==> src/rtl/pc_pkg.sv <==
// ============================================================================
//  Module   : pc_pkg
//  Purpose  : Shared definitions for the program-counter unit. Holds the
//             control state encoding and the default geometry constants.
//  Revision : 1.0  initial release
// ============================================================================
`default_nettype none

package pc_pkg;

    // Control state of the program-counter unit
    typedef enum logic [1:0] {
        PC_RUN   = 2'd0,
        PC_HALT  = 2'd1,
        PC_FAULT = 2'd2
    } pc_state_t;

    localparam int PC_ADDR_W      = 11;
    localparam int PC_STEP        = 1;
    localparam int PC_STACK_DEPTH = 4;

endpackage : pc_pkg

`default_nettype wire

==> src/rtl/pc_incrementer.sv <==
// ============================================================================
//  Module   : pc_incrementer
//  Purpose  : Combinational PC + STEP with carry-out (sum truncated to ADDR_W).
//  Ports    : pc     in   ADDR_W  current PC
//             sum    out  ADDR_W  (pc + STEP) mod 2**ADDR_W
//             carry  out  1       1 when pc + STEP overflowed ADDR_W bits
//  Revision : 1.0  initial release
// ============================================================================
`default_nettype none

module pc_incrementer #(
    parameter int ADDR_W = 11,
    parameter int STEP   = 1
) (
    input  logic [ADDR_W-1:0] pc,
    output logic [ADDR_W-1:0] sum,
    output logic              carry
);

    // One extra bit captures the carry out of the top address bit
    assign {carry, sum} = {1'b0, pc} + (ADDR_W+1)'(STEP);

endmodule : pc_incrementer

`default_nettype wire

==> src/rtl/program_counter_unit.sv <==
// ============================================================================
//  Module   : program_counter_unit
//  Purpose  : Fetch-stage program counter. Holds the PC, advances it by STEP,
//             supports absolute load, call/return through an internal
//             return-address stack, halt/resume, and sticky fault detection.
//  Ports    : i_clk, i_rst_n (async, active low)
//             i_enable / i_load / i_call / i_ret / i_halt / i_resume requests
//             i_load_addr  jump / call target
//             o_pc         registered PC
//             o_pc_next    combinational PC + STEP
//             o_wrap       pulse: last advance carried out of ADDR_W bits
//             o_halted     1 while in HALT
//             o_fault      1 while in FAULT (left only through reset)
//             o_stack_err  pulse: call on full / ret on empty stack
//             o_depth      return-stack occupancy
//             o_bound_err  pulse: resulting PC above MAX_ADDR blocked
//                          (present only with PC_BOUND_CHECK_EN)
//  Config   : `define PC_BOUND_CHECK_EN to enable the MAX_ADDR bound check.
//  Revision : 1.0  initial release
// ============================================================================
`default_nettype none

module program_counter_unit
    import pc_pkg::*;
#(
    parameter int                ADDR_W      = PC_ADDR_W,
    parameter int                STEP        = PC_STEP,
    parameter logic [ADDR_W-1:0] RESET_ADDR  = '0,
    parameter int                STACK_DEPTH = PC_STACK_DEPTH
`ifdef PC_BOUND_CHECK_EN
    ,
    parameter logic [ADDR_W-1:0] MAX_ADDR    = {ADDR_W{1'b1}}
`endif
) (
    input  logic                           i_clk,
    input  logic                           i_rst_n,
    input  logic                           i_enable,
    input  logic                           i_load,
    input  logic                           i_call,
    input  logic                           i_ret,
    input  logic [ADDR_W-1:0]              i_load_addr,
    input  logic                           i_halt,
    input  logic                           i_resume,
    output logic [ADDR_W-1:0]              o_pc,
    output logic [ADDR_W-1:0]              o_pc_next,
    output logic                           o_wrap,
    output logic                           o_halted,
    output logic                           o_fault,
    output logic                           o_stack_err,
`ifdef PC_BOUND_CHECK_EN
    output logic                           o_bound_err,
`endif
    output logic [$clog2(STACK_DEPTH):0]   o_depth
);

    localparam int PW = $clog2(STACK_DEPTH);
    localparam int DW = PW + 1;

    pc_state_t         state, state_d;
    logic [ADDR_W-1:0] pc, pc_d;
    logic [DW-1:0]     depth, depth_d;
    logic              wrap, wrap_d;
    logic              stack_err, stack_err_d;
`ifdef PC_BOUND_CHECK_EN
    logic              bound_err, bound_err_d;
`endif

    logic [ADDR_W-1:0] stack [STACK_DEPTH];
    logic              push;
    logic [PW-1:0]     wr_idx;
    logic [PW-1:0]     top_idx;
    logic [ADDR_W-1:0] top;

    logic [ADDR_W-1:0] inc_sum;
    logic              inc_carry;

    pc_incrementer #(
        .ADDR_W (ADDR_W),
        .STEP   (STEP)
    ) u_inc (
        .pc    (pc),
        .sum   (inc_sum),
        .carry (inc_carry)
    );

    // While depth < STACK_DEPTH its low bits address the next free slot
    assign wr_idx  = depth[PW-1:0];
    assign top_idx = depth[PW-1:0] - PW'(1);
    assign top     = stack[top_idx];

    // Next-state decode; RUN priority: halt > load > ret > call > enable
    always_comb begin
        state_d     = state;
        pc_d        = pc;
        depth_d     = depth;
        wrap_d      = 1'b0;
        stack_err_d = 1'b0;
        push        = 1'b0;
`ifdef PC_BOUND_CHECK_EN
        bound_err_d = 1'b0;
`endif
        case (state)
            PC_RUN: begin
                if (i_halt) begin
                    state_d = PC_HALT;
                end else if (i_load) begin
`ifdef PC_BOUND_CHECK_EN
                    if (i_load_addr > MAX_ADDR) begin
                        bound_err_d = 1'b1;
                        state_d     = PC_FAULT;
                    end else
`endif
                    pc_d = i_load_addr;
                end else if (i_ret) begin
                    if (depth == '0) begin
                        stack_err_d = 1'b1;
                        state_d     = PC_FAULT;
                    end else
`ifdef PC_BOUND_CHECK_EN
                    if (top > MAX_ADDR) begin
                        bound_err_d = 1'b1;
                        state_d     = PC_FAULT;
                    end else
`endif
                    begin
                        pc_d    = top;
                        depth_d = depth - DW'(1);
                    end
                end else if (i_call) begin
                    if (depth == DW'(STACK_DEPTH)) begin
                        stack_err_d = 1'b1;
                        state_d     = PC_FAULT;
                    end else
`ifdef PC_BOUND_CHECK_EN
                    if (i_load_addr > MAX_ADDR) begin
                        bound_err_d = 1'b1;
                        state_d     = PC_FAULT;
                    end else
`endif
                    begin
                        push    = 1'b1;
                        pc_d    = i_load_addr;
                        depth_d = depth + DW'(1);
                    end
                end else if (i_enable) begin
`ifdef PC_BOUND_CHECK_EN
                    // A carry means the true sum exceeds every legal address
                    if (inc_carry || (inc_sum > MAX_ADDR)) begin
                        bound_err_d = 1'b1;
                        state_d     = PC_FAULT;
                    end else begin
                        pc_d = inc_sum;
                    end
`else
                    pc_d   = inc_sum;
                    wrap_d = inc_carry;
`endif
                end
            end
            PC_HALT: begin
                if (!i_halt && i_resume) begin
                    state_d = PC_RUN;
                end
            end
            default: begin
                state_d = PC_FAULT;
            end
        endcase
    end

    always_ff @(posedge i_clk or negedge i_rst_n) begin
        if (!i_rst_n) begin
            state     <= PC_RUN;
            pc        <= RESET_ADDR;
            depth     <= '0;
            wrap      <= 1'b0;
            stack_err <= 1'b0;
`ifdef PC_BOUND_CHECK_EN
            bound_err <= 1'b0;
`endif
        end else begin
            state     <= state_d;
            pc        <= pc_d;
            depth     <= depth_d;
            wrap      <= wrap_d;
            stack_err <= stack_err_d;
`ifdef PC_BOUND_CHECK_EN
            bound_err <= bound_err_d;
`endif
        end
    end

    // Stack contents are not architecturally visible, so they need no reset
    always_ff @(posedge i_clk) begin
        if (push) begin
            stack[wr_idx] <= inc_sum;
        end
    end

    assign o_pc        = pc;
    assign o_pc_next   = inc_sum;
    assign o_wrap      = wrap;
    assign o_halted    = (state == PC_HALT);
    assign o_fault     = (state == PC_FAULT);
    assign o_stack_err = stack_err;
    assign o_depth     = depth;
`ifdef PC_BOUND_CHECK_EN
    assign o_bound_err = bound_err;
`endif

endmodule : program_counter_unit

`default_nettype wire

==> config.mk <==
export PLATFORM = sky130hd
export DESIGN_NAME = program_counter_unit
export DESIGN_NICKNAME = d
export VERILOG_FILES = /design/src/rtl/pc_pkg.sv /design/src/rtl/pc_incrementer.sv /design/src/rtl/program_counter_unit.sv
export SDC_FILE = /design/constraint.sdc
export NUM_CORES = 1
export LEC_CHECK = 0
export BUFFER_PORTS_ARGS = -buffer_cell sky130_fd_sc_hd__buf_2
export CORE_ASPECT_RATIO = 1.4
export CORE_MARGIN = 2
export CORE_UTILIZATION = 57
export CTS_BUF_LIST = sky130_fd_sc_hd__clkbuf_16
export DETAILED_ROUTE_END_ITERATION = 10
export PLACE_DENSITY = 0.77
export SLEW_MARGIN = 40
export SYNTH_ARGS = -nofsm -noshare
export SYNTH_HDL_FRONTEND = slang
export SYNTH_HIERARCHICAL = 1
export SYNTH_SLANG_ARGS = --single-unit
==> constraint.sdc <==
create_clock -name i_clk -period 3.2 [get_ports i_clk]
set_input_delay 0.64 -clock i_clk [delete_from_list [all_inputs] [get_ports i_clk]]
set_output_delay 0.64 -clock i_clk [all_outputs]
set_load 0.005 [all_outputs]
-- After elaboration in Yosys (flattened, before gate mapping)
Memory sizes are Yosys's and may differ from the RTL's.
Index checks and enable logic that the tools add are counted.
- bits in writable memories: 44
- memories: 1
- word-level logic and storage cells: 72
- output and inout bits: 29
- register bits: 18
- memories (name ; depth ; bits a word ; rd ports ; clocked after memory_dff ; wr ports ; RTL line ; source):
    stack ; 4 ; 11 ; 1 ; 0 ; 1 ; program_counter_unit.sv:68 ; logic [ADDR_W-1:0] stack [STACK_DEPTH];
- bitwise operators: 2
- mux-type cells: 39
- add/sub/neg operators: 4
- equality and inequality tests: 12
- reduce and logical (&&, ||, !) cells: 9
- operator list (cell ; count):
    $mux W11 ; 6
    $mux W1 ; 21
    $ne A4 B4 Y1 const B ; 4
    $mux W2 ; 7
    $add A11 B1 Y12 const B ; 1
    $mux W3 ; 4
    $reduce_and A5 Y1 ; 2
    $ne A3 B3 Y1 const B ; 2
    $reduce_and A6 Y1 ; 1
    $ne A2 B2 Y1 const B ; 2
    $pmux W2 S2 ; 1
    $reduce_bool A4 Y1 ; 1
    $add A3 B1 Y3 const B ; 1
    $eq A3 B3 Y1 const B ; 1
    $logic_not A3 Y1 ; 1
    $sub A3 B1 Y3 const B ; 1
    $eq A2 B1 Y1 const B ; 1
    $eq A2 B2 Y1 const B ; 1
    $logic_not A2 Y1 ; 1
    $ne A2 B1 Y1 const B ; 1
    $not A1 Y1 ; 2
    $reduce_bool A2 Y1 ; 1
    $sub A2 B1 Y2 const B ; 1
    $logic_and A1 B1 Y1 ; 1
    $logic_not A1 Y1 ; 1

-- Logic depth before layout (Yosys ltp)
- depth in word-level cells: 9
- mapped depth: 7

-- By module
Netlist, hierarchy kept.
- modules (own cells, without submodules) (module ; cells each ; sequential area each (um^2) ; area an instance (um^2) ; times used):
    program_counter_unit ; 178 ; 1771.7 ; 2800.2 ; 1
    pc_incrementer ; 23 ; 0.0 ; 171.4 ; 1

-- Least setup slack after synthesis
No wires, ideal clock.
- path type: register -> register
- start point: reg depth[0], in the netlist o_depth[0]
- end point: reg pc[1], in the netlist o_pc[1]
- cell stages (with the launch flop): 8
- buffers on the path: 1
- arrival time: 1970 ps
- slack: 1105 ps
- setup time: 125 ps
- data required time: 3075 ps
- clock period less this slack: 2095 ps
- cells stage by stage: dfrtp_1 inv_1 ha_1 buf_2 mux2_2 a22oi_1 o211ai_1 mux2_4
- longest elaborated chain between the ends: 5
- elaborated cells between the ends (all ways): 10
- classes of those cells: 1 x add/sub; 3 x eq/ne; 3 x mux; 2 x reduce/logical; 1 x memory
- ends and longest elaborated chain (item ; RTL line ; source):
    from (decl) ; program_counter_unit.sv:61 ; logic [DW-1:0] depth, depth_d;
    from (signal assigned) ; program_counter_unit.sv:184 ; depth <= depth_d;
    $sub A2 B1 Y2 ; program_counter_unit.sv:88 ; assign top_idx = depth[PW-1:0] - PW'(1);
    net top_idx[0] ; program_counter_unit.sv:71 ; logic [PW-1:0] top_idx;
    $mem_v2 Z4 W11 ; -- ;
    $mux W11 ; program_counter_unit.sv:115 ; if (depth == '0) begin
    $mux W11 ; program_counter_unit.sv:114 ; end else if (i_ret) begin
    $mux W11 ; program_counter_unit.sv:106 ; end else if (i_load) begin
    to (signal assigned) ; program_counter_unit.sv:183 ; pc <= pc_d;
    to (decl) ; program_counter_unit.sv:60 ; logic [ADDR_W-1:0] pc, pc_d;
The timed path passes the listed nets, and every way through them passes these cells. The select of a mux whose other input is x is not followed.
A chain may end at the register's enable or synchronous reset.

-- Worst setup path in the final report
- start point: reg pc[0], in the netlist o_pc[0]
- end point: out o_pc_next[2]
- longest elaborated chain between the ends: 1
- ends and longest elaborated chain (item ; RTL line ; source):
    $add A11 B1 Y12 ; pc_incrementer.sv:21 ; assign {carry, sum} = {1'b0, pc} + (ADDR_W+1)'(STEP);
    to (decl) ; program_counter_unit.sv:45 ; output logic [ADDR_W-1:0] o_pc_next,
No other way between the ends.

==> results.md <==
- Status: finished, final reports clean
- Setup_tns: 0 ns
- CP max FO: 8
- CP arrival: 1.88 ns
- Psw: 0.00121 W
- Slowest CP cell: dfrtp_1
- Min cycle time layout: 2.52 ns
- Post-Synth Adder-Cell Area: 2.78%
- Number of buffers created by CTS: 9
- Post-synth ARST share: between 20 and 30%
- Number of synthesized flops with an enable pin: 44
- RSZ-0062 raised after global routing: false
- Placer Congestion: between 0.8 and 0.9
- Mapped Area: around 3000 µm²
- Layout Nets: between 200 and 300
- PortBufs: 47
- Max_slew headroom: between 40% and 50%
- Total global-route track usage: 27.9%
- FF-to-FF Start: o_depth[0]
- GRT overflow: 0
- Synth-to-layout area growth: 21.1%
- H-tree levels: 3
- Syn_nets: ~230
- CP peak stage delay: approximately 0.5 ns
- CTS Buffer Depth: 2
- Reg power frac: 35.1%
- Switching share of power: 33.6%
- Peak Freq: just under 400 MHz
- Antenna diode count: 0
- CP Capture Type: primary output
- Vias in the first global route: 2071
- Die W: 65.0 µm
- Pleak: 1.46 nW
- Largest net degree at the start of global routing: 19
- Die height: a little under 90 µm
- VDD IR-drop max: about 700 µV
- Largest family of logic cells by synthesized area: multiplexers
- Synth top area cells: edfxtp_1 44%, dfrtp_1 15%, mux2_4 5.6%
- Drt via density: around 6.2
- Residual DRC count: 0
- Setup Fix Bufs, Post-CTS: 0
- Worst Path Required: 2.56 ns
- Die area: ~5800 µm²
- Max Clock Skew: between 0.006 and 0.007 ns
- Clock Sinks: 62
- Worst Setup SP: o_pc[0]
- CTS tree: yes
- Post-detailed-route wirelength per cell: 21.8 µm
- Post-CTS Hold Buffers: 0
- Drt first-iter violations: 171
- Ys flop type: edfxtp_1
- Post-Synth Simple-Gate Area: 7.07%
- Syn Inst Count: 201
- Core area: slightly above 5000 µm²
- Seq cells post-synth: 62
- CP startpoint kind: register
- Drt total wl: 7170 µm
- Worst Hold Class: in -> async
- HPWL after DPL: 4650 µm
- Leading area contributor after synthesis: edfxtp_1
- Count of cell types in the netlist: 37
- Root Buffer: clkbuf_16
- Power Internal: 0.00240 W
- Sequential share of the synthesized area: roughly three fifths
- Comb pwr share: 37.3%
- Synth top area share: 44.5%
- Mux contribution to synthesized area: 14.1%
- Initial antenna violation count: 0
- Final hold vios: 0
- PwrDens: around 1000 nW/µm²
- Share of layout cells above drive strength 1: between 30% and 40%
- Crit path kind: reg -> out
- Period utilization: 78.8%
- Most frequent cell after synthesis: edfxtp_1
- Starting Density: 58.0%
- Syn Area/Cell: 14.8 µm²
- # rows: 31
- Clock transition at the registers of the reported paths: 0.06 ns
- PostCTS Resize Cnt: 0
- Clock share of power: 27.6%
- Worst-margin pin slew: 0.822 ns
- Commonest cells post-synth: 44 x edfxtp_1, 18 x dfrtp_1, 12 x mux2i_1
- Max Cap Viol: 0
- Post-Synth XOR/XNOR Area: 3.83%
- Num ports: 48
- Max Transition Viols Final: 0
- Worst-Skew Late Latency: 0.33 ns
- Vias: about 2.0k
- Drt pass-1 iters: 5
- ANT nets after route: 0
- Critical path cell sequence: ha_1 > xor2_1 > buf_2
- Yosys warns: 6
- First-pass GRT wire length: between 10000 and 15000 µm
- Setup-failing EPs final: 0
- Post-synthesis compound-gate area fraction: 9.60%
- Final hold slack: 0.267 ns
## metrics by stage
stage	worst slack [ns]	utilization [%]	total power, W	area [µm²]	cells
2_1_floorplan	1.11	-	0.00206	2970	201
3_3_place_gp	0.670	64.2	0.00258	3290	313
3_5_place_dp	0.728	64.3	0.00260	3290	313
4_1_cts	0.703	70.3	0.00363	3600	329
5_1_grt	0.569	70.3	0.00377	3600	329
6_report	0.677	70.3	0.00362	3600	329
## final timing paths
check	endpoint	slack, ns	cells past startpoint
min in group i_clk	state[0]	0.54	1
worst max-delay path	o_pc_next[2]	0.68	3
worst min-delay path	o_pc[7]	0.27	1
worst max register to register	o_pc[5]	0.74	6
max in group asynchronous	o_wrap	2.59	1
worst min register to register	state[0]	0.54	1
## area by class of cell
cell class / instances / area, µm²
fillers: 378 / 1520
clock buffers: 9 / 225
inverters: 7 / 26.3
well taps: 66 / 82.6
clock inverters: 7 / 80.1
repair buffers: 55 / 295
flip-flops and latches: 62 / 1770
multi-input cells: 123 / 1120
## layout by cell type (no fill, tap or decap), drive strengths merged, types with 2 or more instances in the layout
| cell type | netlist | final |
|---|---|---|
| and4 | 3 | 3 |
| buf | 7 | 55 |
| bufinv | 0 | 2 |
| mux2 | 23 | 23 |
| edfxtp | 44 | 44 |
| nand4 | 3 | 3 |
| nor2 | 2 | 2 |
| o21ai | 11 | 11 |
| ha | 5 | 5 |
| and2 | 4 | 4 |
| nor3 | 2 | 2 |
| xnor2 | 11 | 11 |
| nor2b | 3 | 3 |
| clkbuf | 2 | 9 |
| nand3 | 4 | 4 |
| nand2 | 3 | 3 |
| clkinv | 0 | 4 |
| and3 | 5 | 5 |
| o211ai | 11 | 11 |
| dfrtp | 18 | 18 |
| xor2 | 2 | 2 |
| a22oi | 11 | 11 |
| mux2i | 12 | 12 |
| inv | 7 | 8 |
## critical path, delay by kind of cell, from the launching register on
family	cells	cell delay (ns)
flops	1	0.50
xor+xnor	1	0.48
fa+ha+maj	1	0.36
buf+inv	1	0.21
## power by group through the flow
| stage | logic (W) | clock network [W] | registers, W |
|---|---|---|---|
| final | 0.00135 | 0.00100 | 0.00127 |
| after floorplan | 0.000825 | 0 | 0.00124 |
| after global routing | 0.00145 | 0.00104 | 0.00128 |
| after global placement | 0.00131 | 0 | 0.00127 |
| after detailed placement | 0.00133 | 0 | 0.00127 |
| after CTS | 0.00135 | 0.00101 | 0.00126 |
## registers in the layout, summed over array words and instances, names as in the netlist
register,flops
o_depth,3
o_pc,11
o_stack_err,1
o_wrap,1
stack,44
state,2
## cell families (layout without fill, tap and decap cells)
family | count (synthesis) | count (layout)
xor gates and xnor gates | 13 | 13
DFF | 62 | 62
AOI/OAI and AO/OA | 37 | 37
muxes | 35 | 35
adders and majority gates | 6 | 6
and+or+nand+nor | 32 | 32
buffers and inverters | 16 | 78
## layer usage
layer	GRT usage [%]	up-vias	part of all wire, %
met2	44.9	130	50
met4	21.0	0	5.8
met3	7.81	30	7.9
met5	0	-	0
met1	31.8	985	36
li1	-	880	-
Note: power is estimated with default switching activity, not from simulation.
